**src/rtl/fifo_seq.sv**
```systemverilog
// Sequencer for the 8-longword SCSI/host data FIFO: byte offset, longword occupancy,
// pointer/occupancy increment pulses and partial-word flush handling.
module fifo_seq #(
  parameter int THRESH = 4
) (
  input  logic       CLK,
  input  logic       RST,
  input  logic       DMADIR,
  input  logic       CLR,
  input  logic       SCSI_STB,
  input  logic       BUS_ACK,
  input  logic       FLUSH,
  output logic       SCSI_RDY,
  output logic       BUS_REQ,
  output logic       INCNI,
  output logic       INCNO,
  output logic       INCFIFO,
  output logic       DECFIFO,
  output logic       INCBO,
  output logic [1:0] BO,
  output logic [3:0] WCNT,
  output logic       FIFOFULL,
  output logic       FIFOEMPTY,
  output logic       FLUSHDONE
);

  localparam logic [3:0] THRESH_W = 4'(THRESH);

  logic [3:0] wcnt_q, wcnt_d;
  logic [1:0] bo_q, bo_d;
  logic       flush_pend_q, flush_pend_d;
  logic       dmadir_q;
  logic       incni_d, incno_d, incfifo_d, decfifo_d, incbo_d, flushdone_d;
  logic       clr, byte_acc, word_acc, pad, flush_done_c;

  assign WCNT      = wcnt_q;
  assign BO        = bo_q;
  assign FIFOFULL  = (wcnt_q == 4'd8);
  assign FIFOEMPTY = (wcnt_q == 4'd0);

  // Handshake: a byte moves in any cycle where SCSI_STB && SCSI_RDY are both high;
  // SCSI_STB with SCSI_RDY low is dropped, not held. BUS_ACK is a one-cycle completion
  // that is only honoured when the FIFO can take or give a longword in that direction.
  assign SCSI_RDY = DMADIR ? !FIFOEMPTY : (!FIFOFULL && !flush_pend_q);
  assign BUS_REQ  = DMADIR ? (((4'd8 - wcnt_q) >= THRESH_W) && !FIFOFULL)
                           : ((wcnt_q >= THRESH_W) || (flush_pend_q && !FIFOEMPTY));

  always_comb begin
    clr          = CLR || (DMADIR != dmadir_q);
    byte_acc     = SCSI_STB && SCSI_RDY;
    word_acc     = BUS_ACK && (DMADIR ? !FIFOFULL : !FIFOEMPTY);
    pad          = !DMADIR && flush_pend_q && (bo_q != 2'd0);
    flush_done_c = flush_pend_q && (bo_q == 2'd0) && FIFOEMPTY;

    incni_d      = 1'b0;
    incno_d      = 1'b0;
    incfifo_d    = 1'b0;
    decfifo_d    = 1'b0;
    incbo_d      = 1'b0;
    flushdone_d  = 1'b0;
    bo_d         = bo_q;
    flush_pend_d = flush_pend_q;

    if (clr) begin
      bo_d         = 2'd0;
      flush_pend_d = 1'b0;
    end else begin
      if (byte_acc) begin
        incbo_d = 1'b1;
        bo_d    = bo_q + 2'd1;
        if (bo_q == 2'd3) begin
          if (DMADIR) begin
            incno_d   = 1'b1;
            decfifo_d = 1'b1;
          end else begin
            incni_d   = 1'b1;
            incfifo_d = 1'b1;
          end
        end
      end
      // Padding closes the partial longword; SCSI_RDY is low while a flush is
      // pending, so this never collides with a byte completing a word.
      if (pad) begin
        incni_d   = 1'b1;
        incfifo_d = 1'b1;
        bo_d      = 2'd0;
      end
      if (word_acc) begin
        if (DMADIR) begin
          incni_d   = 1'b1;
          incfifo_d = 1'b1;
        end else begin
          incno_d   = 1'b1;
          decfifo_d = 1'b1;
        end
      end
      if (FLUSH && !DMADIR) flush_pend_d = 1'b1;
      if (flush_done_c) begin
        flush_pend_d = 1'b0;
        flushdone_d  = 1'b1;
      end
    end

    case ({incfifo_d, decfifo_d})
      2'b10:   wcnt_d = wcnt_q + 4'd1;
      2'b01:   wcnt_d = wcnt_q - 4'd1;
      default: wcnt_d = wcnt_q;
    endcase
    if (clr) wcnt_d = 4'd0;
  end

  always_ff @(posedge CLK or posedge RST) begin
    if (RST) begin
      wcnt_q       <= 4'd0;
      bo_q         <= 2'd0;
      flush_pend_q <= 1'b0;
      dmadir_q     <= 1'b0;
      INCNI        <= 1'b0;
      INCNO        <= 1'b0;
      INCFIFO      <= 1'b0;
      DECFIFO      <= 1'b0;
      INCBO        <= 1'b0;
      FLUSHDONE    <= 1'b0;
    end else begin
      wcnt_q       <= wcnt_d;
      bo_q         <= bo_d;
      flush_pend_q <= flush_pend_d;
      dmadir_q     <= DMADIR;
      INCNI        <= incni_d;
      INCNO        <= incno_d;
      INCFIFO      <= incfifo_d;
      DECFIFO      <= decfifo_d;
      INCBO        <= incbo_d;
      FLUSHDONE    <= flushdone_d;
    end
  end

endmodule
```
**config.mk**
```make
export PLATFORM = sky130hd
export DESIGN_NAME = fifo_seq
export DESIGN_NICKNAME = d
export VERILOG_FILES = /design/src/rtl/fifo_seq.sv
export SDC_FILE = /design/constraint.sdc
export NUM_CORES = 1
export LEC_CHECK = 0
export ABC_AREA = 0
export CAP_MARGIN = 20
export CORE_ASPECT_RATIO = 1.1
export CORE_MARGIN = 5
export CORE_UTILIZATION = 45
export CTS_BUF_LIST = sky130_fd_sc_hd__clkbuf_4 sky130_fd_sc_hd__clkbuf_8
export DETAILED_ROUTE_END_ITERATION = 12
export GPL_ROUTABILITY_DRIVEN = 0
export PLACE_DENSITY = 0.75
export SETUP_SLACK_MARGIN = 0.5
export SYNTH_ARGS = -nofsm -noshare
export SYNTH_HDL_FRONTEND = slang
export SYNTH_SLANG_ARGS = --single-unit
```
**constraint.sdc**
```tcl
create_clock -name CLK -period 3.7 [get_ports CLK]
set_input_delay 0.74 -clock CLK [delete_from_list [all_inputs] [get_ports CLK]]
set_output_delay 0.74 -clock CLK [all_outputs]
set_load 0.02 [all_outputs]
```
==> flow_summary.html <==
<table>
<tr><th>Metric</th><th>Value</th></tr>
<tr><th colspan="2">Drt</th></tr>
<tr><td>Final Routed Wirelength</td><td>2.11 mm</td></tr>
<tr><td>Initial drt markers</td><td>20</td></tr>
<tr><td>Post-route ant nets</td><td>0</td></tr>
<tr><td>Via count</td><td>823</td></tr>
<tr><td>Highest routing layer actually used</td><td>met4</td></tr>
<tr><td>DRC</td><td>0</td></tr>
<tr><td>Avg WL per Cell</td><td>15.4 um</td></tr>
<tr><td>Met1 wire length</td><td>839 um</td></tr>
<tr><td>Met3 wire len</td><td>206 um</td></tr>
<tr><td>Length of the first detailed-routing pass in iterations</td><td>4</td></tr>
<tr><td>Avg Vias per Cell</td><td>6.01</td></tr>
<tr><td>Routed length on met2</td><td>1.04 mm</td></tr>
<tr><th colspan="2">Global route</th></tr>
<tr><td>Number of antenna violations at the first check in global routing</td><td>0</td></tr>
<tr><td>Aggregate global routing overflow</td><td>0</td></tr>
<tr><td>Total global-route track usage</td><td>0.152</td></tr>
<tr><td>Via count of the first global-routing pass</td><td>724</td></tr>
<tr><td>Pin count of the biggest net entering global routing</td><td>13</td></tr>
<tr><td>Wire length of the first global-routing pass</td><td>3.35 mm</td></tr>
<tr><th colspan="2">Setup path</th></tr>
<tr><td>Worst Path Required</td><td>3890 ps</td></tr>
<tr><td>Critical path arrival</td><td>3220 ps</td></tr>
<tr><td>Critical path class</td><td>primary input to flop</td></tr>
<tr><td>Type of element launching the critical path</td><td>primary input</td></tr>
<tr><td>Type of element capturing the critical path</td><td>flop</td></tr>
<tr><td>Critical path fanouts, max</td><td>5</td></tr>
<tr><th colspan="2">Logic synthesis</th></tr>
<tr><td>Main synth FF type</td><td>sky130_fd_sc_hd__dfrtp_1</td></tr>
<tr><td>Most instantiated cells after synthesis</td><td>12 x sky130_fd_sc_hd__dfrtp_1, 8 x sky130_fd_sc_hd__nor2_1, 7 x sky130_fd_sc_hd__a21oi_1</td></tr>
<tr><td>Post-synthesis register bit count</td><td>12</td></tr>
<tr><td>Synthesis Warnings</td><td>0</td></tr>
<tr><td>Synth top area cells</td><td>sky130_fd_sc_hd__dfrtp_1 35%, sky130_fd_sc_hd__ha_1 5.9%, sky130_fd_sc_hd__a21oi_1 4.1%</td></tr>
<tr><td>Largest area contributor in the netlist</td><td>sky130_fd_sc_hd__dfrtp_1</td></tr>
<tr><td>Distinct cells, synth</td><td>33</td></tr>
<tr><td>Gate count of the mapped netlist</td><td>91</td></tr>
<tr><td>Mean cell area of the mapped netlist</td><td>9.32 sq um</td></tr>
<tr><td>Cell Area, Synth</td><td>848 sq um</td></tr>
<tr><td>Area share of the largest cell type after synthesis</td><td>0.354</td></tr>
<tr><td>Post-synth EDFFs</td><td>0</td></tr>
<tr><td>Total nets after synthesis</td><td>103</td></tr>
<tr><td>Sequential share of the synthesized area</td><td>0.354</td></tr>
<tr><td>Proportion of register bits with asynchronous set or reset after synthesis</td><td>1.00</td></tr>
<tr><td>Cell with the most instances after synthesis</td><td>sky130_fd_sc_hd__dfrtp_1</td></tr>
<tr><th colspan="2">Floorplanning</th></tr>
<tr><td>Die Span X</td><td>51.4 um</td></tr>
<tr><td>Number of ports placed on the die boundary</td><td>23</td></tr>
<tr><td>Starting Density</td><td>0.476</td></tr>
<tr><td>Die outline area</td><td>2850 sq um</td></tr>
<tr><td>Core ar.</td><td>1780 sq um</td></tr>
<tr><td>Die Y</td><td>55.5 um</td></tr>
<tr><td>Site Rows</td><td>16</td></tr>
<tr><th colspan="2">STA</th></tr>
<tr><td>Tcrit/Tclk final</td><td>0.818</td></tr>
<tr><td>Minimum clock period</td><td>3030 ps</td></tr>
<tr><td>Fmax</td><td>331 MHz</td></tr>
<tr><td>Transition at the pin with the smallest max-transition slack</td><td>493 ps</td></tr>
<tr><td>Setup repair after global routing missed its margin</td><td>false</td></tr>
<tr><td>Slew HR</td><td>0.669</td></tr>
<tr><td>Final hold violation count</td><td>0</td></tr>
<tr><td>Final setup margin</td><td>674 ps</td></tr>
<tr><td>Number of setup violations in the final report</td><td>0</td></tr>
<tr><td>Setup TNS Final</td><td>0 ps</td></tr>
<tr><td>Fin Clk Skew</td><td>0.518 ps</td></tr>
<tr><td>Count of pins over their slew limit</td><td>0</td></tr>
<tr><th colspan="2">Final layout</th></tr>
<tr><td>Register Area</td><td>300 sq um</td></tr>
<tr><td>Layout cell share with drive strength beyond 1</td><td>0.151</td></tr>
<tr><td>Final net count</td><td>133</td></tr>
<tr><td># diodes</td><td>0</td></tr>
<tr><td>Fin util</td><td>0.650</td></tr>
<tr><td>Area occupied by multi-input gates</td><td>507 sq um</td></tr>
<tr><td>Fin cells</td><td>137</td></tr>
<tr><td>Number of fill cells</td><td>135</td></tr>
<tr><td>Synthesis-to-finish area growth</td><td>36.6%</td></tr>
<tr><th colspan="2">Pwr</th></tr>
<tr><td>Peak ir drop on the vdd network</td><td>0.212 mV</td></tr>
<tr><td>Pwr dens</td><td>241 nW/um^2</td></tr>
<tr><td>Leakage power summed over all cells</td><td>0.517 nW</td></tr>
<tr><th colspan="2">Flow run</th></tr>
<tr><td>Max-cap violation count</td><td>0</td></tr>
<tr><th colspan="2">Placed design</th></tr>
<tr><td>Placed wire-length estimate after detailed placement</td><td>1.55 mm</td></tr>
<tr><td>Number of placed instances, taps included</td><td>128</td></tr>
<tr><td>Number of buffers added on ports</td><td>22</td></tr>
<tr><td>Setup Slack @ Placement</td><td>93.6 ps</td></tr>
<tr><th colspan="2">Clock tree</th></tr>
<tr><td>Clock Latency Late Sink</td><td>270 ps</td></tr>
<tr><td>Clock Root Buffer</td><td>sky130_fd_sc_hd__clkbuf_4</td></tr>
<tr><td>Number of buffers inserted during clock tree synthesis</td><td>3</td></tr>
<tr><td>Clock tree from TritonCTS</td><td>built</td></tr>
<tr><td>Cts hold-fix bufs</td><td>0</td></tr>
<tr><td>Clock transition at the registers of the reported paths</td><td>70 ps</td></tr>
<tr><td>Largest buffer count on any clock path</td><td>2</td></tr>
<tr><td>Count of clock tree sinks</td><td>12</td></tr>
<tr><td>Number of H-tree levels</td><td>1</td></tr>
<tr><th colspan="2">Run status</th></tr>
<tr><td>Run status</td><td>finished clean</td></tr>
<tr><th colspan="2">Hold path</th></tr>
<tr><td>Min-delay worst type</td><td>flop to flop</td></tr>
</table>
[layer usage]
metal  vias to the layer above  track usage
met3                         4       0.0323
met1                       390        0.203
met4                         0       0.0562
met2                        39        0.238
li1                        390            -
met5                         -            0
[cell type report]
cell class | instances | share of cell area
clock buffers | 3 | 0.0194
inverters | 6 | 0.0194
multi-input cells | 68 | 0.437
flip-flops and latches | 12 | 0.259
well taps | 18 | 0.0194
repair buffers | 30 | 0.245
[worst max-delay path, cell delays in order]
cell and delay (ps):
sky130_fd_sc_hd__clkdlybuf4s50_1 510, sky130_fd_sc_hd__nand2b_1 90, sky130_fd_sc_hd__a21o_1 210, sky130_fd_sc_hd__nor4_4 400, sky130_fd_sc_hd__ha_1 290, sky130_fd_sc_hd__a21o_1 170, sky130_fd_sc_hd__a21o_1 190, sky130_fd_sc_hd__a21boi_0 130
sky130_fd_sc_hd__a2111o_1 390, sky130_fd_sc_hd__o211ai_1 90
[state kept, by name, indices dropped and copies added (netlist names)]
name	count
BO	2
DECFIFO	1
FLUSHDONE	1
INCBO	1
INCFIFO	1
WCNT	4
dmadir_q	1
flush_pend_q	1
[timing repair]
| item | 4_1_cts | 5_1_grt |
|---|---|---|
| endpoints found under the setup margin | 3 | 1 |
| pin swaps | 0 | 3 |
| gates resized for setup | 4 | 3 |
| setup buffers | 0 | 6 |
[through the flow]
step	power, mW	instance area (sq um)	hold WS (ps)
after detailed placement	0.199	1070	613
after CTS	0.277	1110	625
after global placement	0.199	1070	597
final	0.279	1160	621
after floorplan	0.174	848	605
after global routing	0.292	1160	674
[kinds of logic (layout without fill, tap and decap cells)]
family,Yosys count,in the layout,share of synthesized area
buf+inv,11,39,0.0634
simple gates,32,32,0.220
xor+xnor,3,3,0.0310
flops,12,12,0.354
mux,1,1,0.0118
compound gates,27,27,0.237
fa+ha+maj,5,5,0.0826
[layout by cell type, fill, tap and decap left out, drive strengths merged, types with 4 or more instances in the layout]
master,netlist,final
nand3,6,6
nand2,4,4
a21oi,7,7
nor3,5,5
ha,4,4
dfrtp,12,12
clkdlybuf4s50,0,18
inv,6,6
o21ai,6,6
nor2,8,8
buf,4,8
[power by group]
group | internal, mW | switching (mW) | leakage, nW
combinational | 0.0270 | 0.0334 | 0.339
sequential | 0.134 | 0.00462 | 0.164
clock | 0.0377 | 0.0420 | 0.0138
total | 0.199 | 0.0801 | 0.517
[final timing paths]
check                                    startpoint                  end  slack [ps]  depth (start not counted)
worst min register to register    BO[0]$_DFFE_PP0P_    BO[0]$_DFFE_PP0P_         620                          2
min in group asynchronous                       RST  FLUSHDONE$_DFF_PP0_         770                          2
worst min-delay path              BO[0]$_DFFE_PP0P_    BO[0]$_DFFE_PP0P_         620                          2
worst max-delay path                        BUS_ACK  WCNT[3]$_DFFE_PP0P_         670                         10
max in group asynchronous                       RST    BO[1]$_DFFE_PP0P_        2620                          2
worst max register to register  WCNT[3]$_DFFE_PP0P_  WCNT[3]$_DFFE_PP0P_         730                          9
Power figures use the tool's default switching activity.
